==> src/rtl/player_action_encoder.sv <==
// Per-player button front end: latches presses between game ticks and emits one action code per tick.
// Latency: result visible the cycle after the tick edge; no backpressure, the tick cadence is fixed.
module player_action_encoder #(
  parameter int TICK_DIV = 4,
  parameter int COOLDOWN = 2,
  parameter int MIRROR   = 0
) (
  input  logic       clk,
  input  logic       rst_n,
  input  logic [4:0] btn,
  output logic [2:0] action,
  output logic       action_valid,
  output logic [2:0] state,
  output logic       busy
);
  localparam logic [2:0] ACT_KICK   = 3'b000;
  localparam logic [2:0] ACT_PUNCH  = 3'b001;
  localparam logic [2:0] ACT_AWAIT  = 3'b010;
  localparam logic [2:0] ACT_JUMP   = 3'b011;
  localparam logic [2:0] ACT_LEFT1  = 3'b100;
  localparam logic [2:0] ACT_LEFT2  = 3'b101;
  localparam logic [2:0] ACT_RIGHT1 = 3'b110;
  localparam logic [2:0] ACT_RIGHT2 = 3'b111;
  localparam logic [2:0] POS_RESET  = (MIRROR != 0) ? 3'b001 : 3'b100;
  localparam logic [7:0] TICK_LAST  = 8'(TICK_DIV - 1);
  localparam logic [2:0] CD_LOAD    = 3'(COOLDOWN);

  logic [7:0] tick_cnt;
  logic [4:0] btn_q;
  logic [4:0] pending;
  logic [2:0] cd_cnt;
  logic       tick;
  logic [4:0] rise;
  logic [4:0] cand;
  logic       attack_ok;
  logic       prev_left;
  logic       prev_right;
  logic       left_ok;
  logic       right_ok;
  logic [2:0] next_action;
  logic [2:0] next_state;
  logic [2:0] next_cd;

  assign tick       = (tick_cnt == TICK_LAST);
  assign rise       = btn & ~btn_q;
  assign cand       = pending | rise;
  assign attack_ok  = (cd_cnt == 3'd0);
  assign prev_left  = (action == ACT_LEFT1) || (action == ACT_LEFT2);
  assign prev_right = (action == ACT_RIGHT1) || (action == ACT_RIGHT2);
  // A held direction keeps moving on later ticks even without a fresh rise.
  assign left_ok    = cand[1] | (btn[1] & prev_left);
  assign right_ok   = cand[0] | (btn[0] & prev_right);

  always_comb begin
    next_action = ACT_AWAIT;
    next_state  = state;
    next_cd     = (cd_cnt != 3'd0) ? cd_cnt - 3'd1 : 3'd0;
    if (cand[4] && attack_ok) begin
      next_action = ACT_KICK;
      next_cd     = CD_LOAD;
    end else if (cand[3] && attack_ok) begin
      next_action = ACT_PUNCH;
      next_cd     = CD_LOAD;
    end else if (cand[2]) begin
      next_action = ACT_JUMP;
    end else if (left_ok) begin
      next_action = (prev_left && btn[1]) ? ACT_LEFT2 : ACT_LEFT1;
      next_state  = state[2] ? state : {state[1:0], 1'b0};
    end else if (right_ok) begin
      next_action = (prev_right && btn[0]) ? ACT_RIGHT2 : ACT_RIGHT1;
      next_state  = state[0] ? state : {1'b0, state[2:1]};
    end
  end

  always_ff @(posedge clk or negedge rst_n) begin
    if (!rst_n) begin
      tick_cnt     <= 8'd0;
      btn_q        <= 5'd0;
      pending      <= 5'd0;
      cd_cnt       <= 3'd0;
      action       <= ACT_AWAIT;
      action_valid <= 1'b0;
      state        <= POS_RESET;
      busy         <= 1'b0;
    end else begin
      btn_q        <= btn;
      action_valid <= tick;
      if (tick) begin
        tick_cnt <= 8'd0;
        pending  <= 5'd0;
        action   <= next_action;
        state    <= next_state;
        cd_cnt   <= next_cd;
        busy     <= (next_cd != 3'd0);
      end else begin
        tick_cnt <= tick_cnt + 8'd1;
        pending  <= pending | rise;
      end
    end
  end
endmodule

==> config.mk <==
export PLATFORM = sky130hd
export DESIGN_NAME = player_action_encoder
export DESIGN_NICKNAME = d
export VERILOG_FILES = /design/src/rtl/player_action_encoder.sv
export SDC_FILE = /design/constraint.sdc
export NUM_CORES = 1
export LEC_CHECK = 0
export ABC_AREA = 1
export CORE_ASPECT_RATIO = 0.7
export CORE_MARGIN = 4
export CORE_UTILIZATION = 25
export DETAILED_ROUTE_END_ITERATION = 10
export PLACE_DENSITY = 0.42
export SLEW_MARGIN = 20
export SYNTH_ARGS = -nofsm -noshare
export SYNTH_HDL_FRONTEND = slang
export SYNTH_SLANG_ARGS = --single-unit
==> constraint.sdc <==
create_clock -name clk -period 3.4 [get_ports clk]
set_input_delay 0.34 -clock clk [delete_from_list [all_inputs] [get_ports clk]]
set_output_delay 0.34 -clock clk [all_outputs]
set_load 0.01 [all_outputs]
### Word-level counts from Yosys, hierarchy flattened

Cells that the tools add are included.
Widths: inputs -> output; s select.

* add/subtract/negate cells: 2
* equality and inequality tests: 7
* mux-type cells: 16
* bitwise operators: 10
* reduce and logical (&&, ||, !) cells: 13

Operators with widths (count)
* $mux 3: 12
* $eq 3x3->1 const B: 4
* $reduce_and 6->1: 2
* $add 8x1->8 const B: 1
* $eq 8x2->1 const B: 1
* $mux 8: 1
* $reduce_and 7->1: 1
* $reduce_bool 3->1: 2
* $and 5x5->5: 1
* $mux 5: 1
* $not 5->5: 1
* $or 5x5->5: 1
* $logic_and 1x1->1: 4
* $logic_not 3->1: 1
* $not 1->1: 3
* $sub 3x1->3 const B: 1
* $and 1x1->1: 2
* $logic_or 1x1->1: 2
* $mux 1: 2
* $ne 2x1->1 const B: 1
* $ne 2x2->1 const B: 1
* $or 1x1->1: 2
* $reduce_bool 2->1: 1

* register bits after elaboration: 29
* input bits: 7
* output and inout bits: 8
* logic and storage cells: 58

### Logic depth before layout (Yosys ltp)

* word-level depth: 9
* depth in mapped cells: 10
* mapped depth without buffers: 10

### Least setup slack after synthesis

No wires, ideal clock.

* path kind: register to register
* start point: reg cd_cnt[0]
* end point: reg state[0]
* arrival time: 1.191 ns
* path slack: 2.092 ns
* stages on the path, launching flop included: 11
* clock period less this slack: 1.308 ns
* cell sequence: dfrtp_1 inv_1 ha_1 inv_1 nor2_2 o21ai_2 nand2_1 nor2_8 nand2_1 nand2_1 nand2_1

* longest elaborated chain between the ends: 4
* elaborated cells between the ends (all ways): 6

Ends and longest elaborated chain
* start, declared: RTL line 31 `logic [2:0] cd_cnt;`
* start signal, assigned: RTL line 93 `cd_cnt <= next_cd;`
* $logic_not 3->1 *: RTL line 47 `assign attack_ok = (cd_cnt == 3'd0);`
* $logic_and 1x1->1 (on tied branches): RTL line 61, 58
* $not 1->1 (no line)
* $reduce_and 6->1 (no line) *
* end signal, assigned: RTL line 92 `state <= next_state;`
* end, declared: RTL line 13 `output logic [2:0] state,`

Every way passes the cells marked *; elsewhere a longest branch is shown, timed or not.
A chain may end at the register's enable or synchronous reset.

### Worst setup path in the final report

* start point: reg state[2]
* end point: out state[2]

No word-level cell between the ends.

==> results.py <==
metrics = {
    "outcome": {
        "run_status": "finished clean",
    },
    "timing": {
        "finalHoldViolCount": 0,
        "finalWorstPathRequiredPeriod_ns": 1.744,
        "timing.final.crit_share_pct": 51.29,
        "total_setup_violations_reported_at_the_end_of_the_flow": 0,
        "timing_worst_slew_pin_value_ns": 0.3757,
        "max-slew-margin-rel_pct": 74.95,
        "fin_tns_setup_ns": 0,
        "achievable-frequency_mhz": 573.5,
        "fin_ws_ns": 1.656,
        "timing.clock.skew_ns": 0.004976,
        "rsz0062_at_grt": "no",
        "timing.final.max_slew_violations": 0,
    },
    "final_layout": {
        "layout_commonest_cell": "sky130_fd_sc_hd__nand2_1",
        "most-common-layout-cells": "sky130_fd_sc_hd__nand2_1, sky130_fd_sc_hd__dfrtp_1, sky130_fd_sc_hd__inv_1, sky130_fd_sc_hd__nor2_1, sky130_fd_sc_hd__clkdlybuf4s50_1",
        "nNetsFinal": 191,
        "fillers": 574,
        "drive_gt1_share_pct": 17.58,
        "layout-area-overhead-vs-synth_pct": 23.81,
        "antenna_cells_inserted": 0,
    },
    "route": {
        "dr.pass1.iters": 4,
        "drc": 0,
        "vias": 1010,
        "drt-wirelength-per-cell_um": 10.49,
        "totalWireLength_mm": 2.664,
        "starting_drc_count_in_detailed_routing": 32,
        "routed_via_density": 3.976,
        "detail-route-antenna-nets": 0,
    },
    "floorplan": {
        "floorplan.rows": 22,
        "die-area_um2": 6964,
        "effective_utilization_at_floorplan_pct": 26.43,
        "number_of_placed_i_o_pins": 15,
        "die_height_um": 71.03,
        "dieWidth_um": 98.05,
        "core_area_um2": 5368,
    },
    "cts": {
        "cts_root_buffer": "sky130_fd_sc_hd__clkbuf_8",
        "numClockSinks": 29,
        "cts.path.max_buffers": 2,
        "cts-resized-gates": 0,
        "tritoncts.num_buffers": 5,
        "clk_latency_ns": 0.27,
        "cts_tree": "yes",
        "clkTransAtPathRegs_ns": 0.06,
        "cts_stage_hold_buffer_count": 0,
        "post-cts-setup-buffers": 0,
        "cts_htree_levels": 2,
    },
    "yosys": {
        "synth_warnings": 0,
        "synth.top_cells.by_area": "sky130_fd_sc_hd__dfrtp_1, sky130_fd_sc_hd__nand2_1, sky130_fd_sc_hd__inv_1",
        "synth_cell_types": 28,
        "postSynthRegisterBits": 29,
        "post_synth_inst_count": 161,
        "synthDominantCellAreaShare_pct": 47.62,
        "synthesis.area_per_instance_um2": 8.813,
        "synth.net_count": 171,
        "mappedNetlistArea_um2": 1419,
        "synth-seq-area-share_pct": 51.32,
        "synth_top_cell_by_area": "sky130_fd_sc_hd__dfrtp_1",
    },
    "setup_path": {
        "critPathTopFamily": "flip-flops",
        "worstSetupEndpointType": "output pin",
        "critical_path.max_fanout": 6,
        "cpMaxStageDelayCell": "sky130_fd_sc_hd__dfstp_2",
        "reg2reg_slack_ns": 1.78,
        "crit_buf_inv": 1,
        "critPathRequiredTime_ns": 3.06,
        "critical_path_class": "reg2out",
        "arrival_time_reported_for_the_critical_path_endpoint_ns": 1.40,
        "list_of_cells_traversed_by_the_critical_path": "clkdlybuf4s50_1",
        "critical-path-max-stage-delay_ns": 0.58,
        "setup.worst_path.start_class": "register",
    },
    "pwr": {
        "p_leak_uw": 0.0008594,
        "power_density_nw_per_um2": 634.9,
        "ir_drop_mv": 0.2163,
    },
    "hold_path": {
        "holdCritPathClass": "in2async",
    },
    "global_route": {
        "pin_count_of_the_biggest_net_entering_global_routing": 30,
        "grt_antenna_before_repair": 0,
        "track_usage_pct": 8.352,
        "vias_in_the_first_global_route": 1003,
        "grt_pass1_wl_mm": 4.636,
        "total_congestion_overflow": 0,
    },
    "placement": {
        "place.gp.congestion": 0.7563,
        "io_buffers": 14,
        "post-place-ws_ns": 1.654,
        "detailedPlacementHpwl_mm": 1.958,
    },
    "run": {
        "timing.max_cap.violations": 0,
    },
}
## cells by family (layout without fill, tap and decap cells)
logic type                 after synthesis  in the layout  synth area share, %
and+or+nand+nor                         78             78                26.63
adders and majority gates                3              3                2.646
xor gates and xnor gates                 5              5                3.086
AOI/OAI and AO/OA                       17             17                8.025
buffers and inverters                   29             50                8.288
DFF                                     29             29                51.32
## through the flow
step                      cells  hold WS [ns]  cell area (um^2)  total power (uW)  util (%)
after detailed placement    246        0.4559              1640             759.8     30.56
after CTS                   254        0.4649              1757              1136     32.73
after global placement      246        0.4612              1640             754.5     30.56
final                       254        0.4587              1757              1115     32.73
after floorplan             161       0.04441              1419             642.0         -
after global routing        254        0.4978              1757              1190     32.73
## synthesized netlist by cell type
library cell / count
sky130_fd_sc_hd__o21ai_1: 2
sky130_fd_sc_hd__nor3_2: 1
sky130_fd_sc_hd__nor2_2: 4
sky130_fd_sc_hd__dfrtp_1: 27
sky130_fd_sc_hd__dfstp_2: 2
sky130_fd_sc_hd__nand2_1: 35
sky130_fd_sc_hd__nand2_4: 2
sky130_fd_sc_hd__o211ai_1: 1
sky130_fd_sc_hd__nor2_8: 1
sky130_fd_sc_hd__nand2_2: 2
sky130_fd_sc_hd__xor2_1: 4
sky130_fd_sc_hd__nor3_1: 1
sky130_fd_sc_hd__inv_2: 4
sky130_fd_sc_hd__nand3_2: 1
sky130_fd_sc_hd__o21ai_0: 3
sky130_fd_sc_hd__buf_6: 1
sky130_fd_sc_hd__or2_2: 1
sky130_fd_sc_hd__a21oi_2: 2
sky130_fd_sc_hd__inv_1: 23
sky130_fd_sc_hd__ha_1: 3
sky130_fd_sc_hd__nand3_1: 12
sky130_fd_sc_hd__a21oi_4: 1
sky130_fd_sc_hd__buf_2: 1
sky130_fd_sc_hd__xnor2_1: 1
sky130_fd_sc_hd__a21oi_1: 6
sky130_fd_sc_hd__o21ai_2: 2
sky130_fd_sc_hd__nor2_4: 1
sky130_fd_sc_hd__nor2_1: 17
## routing by layer
metal / wire length [um] / GRT usage, % / part of all wire [%] / up-vias
met2: 1106 / 12.14 / 42 / 14
met4: 8 / 2.304 / 0.30 / 0
met5: 0 / 0 / 0 / -
li1: - / - / - / 536
met3: 120 / 3.941 / 4.5 / 2
met1: 1429 / 11.12 / 54 / 458
## flip-flops by register name, indices dropped and copies added, names as in the netlist
register,flops
action,3
action_valid,1
btn_q,5
busy,1
cd_cnt,3
pending,5
state,3
tick_cnt,8
## path summary, 6_finish.rpt
kind                       depth (start not counted)     endpoint        start
setup / recovery                                   1     state[2]     state[2]
hold / removal                                     2  tick_cnt[6]        rst_n
setup reg to reg                                   8         busy  tick_cnt[0]
hold reg to reg                                    1  tick_cnt[0]  tick_cnt[0]
max in group asynchronous                          2    action[1]        rst_n
min in group clk                                   1  tick_cnt[0]  tick_cnt[0]
## power by group
part           internal (uW)  switching (uW)  leakage [uW]
sequential               407            47.2      0.000363
clock                    239             129     0.0000585
combinational            133             161      0.000438
## final cells by class
class / instances / area [um^2] / area share, %
clock buffers: 7 / 86.33 / 4.915
clock inverters: 1 / 30.03 / 1.709
inverters: 27 / 101.3 / 5.769
multi-input cells: 103 / 573.1 / 32.62
flip-flops and latches: 29 / 728.2 / 41.45
well taps: 72 / 90.09 / 5.128
repair buffers: 15 / 147.6 / 8.405
Power figures use the tool's default switching activity.
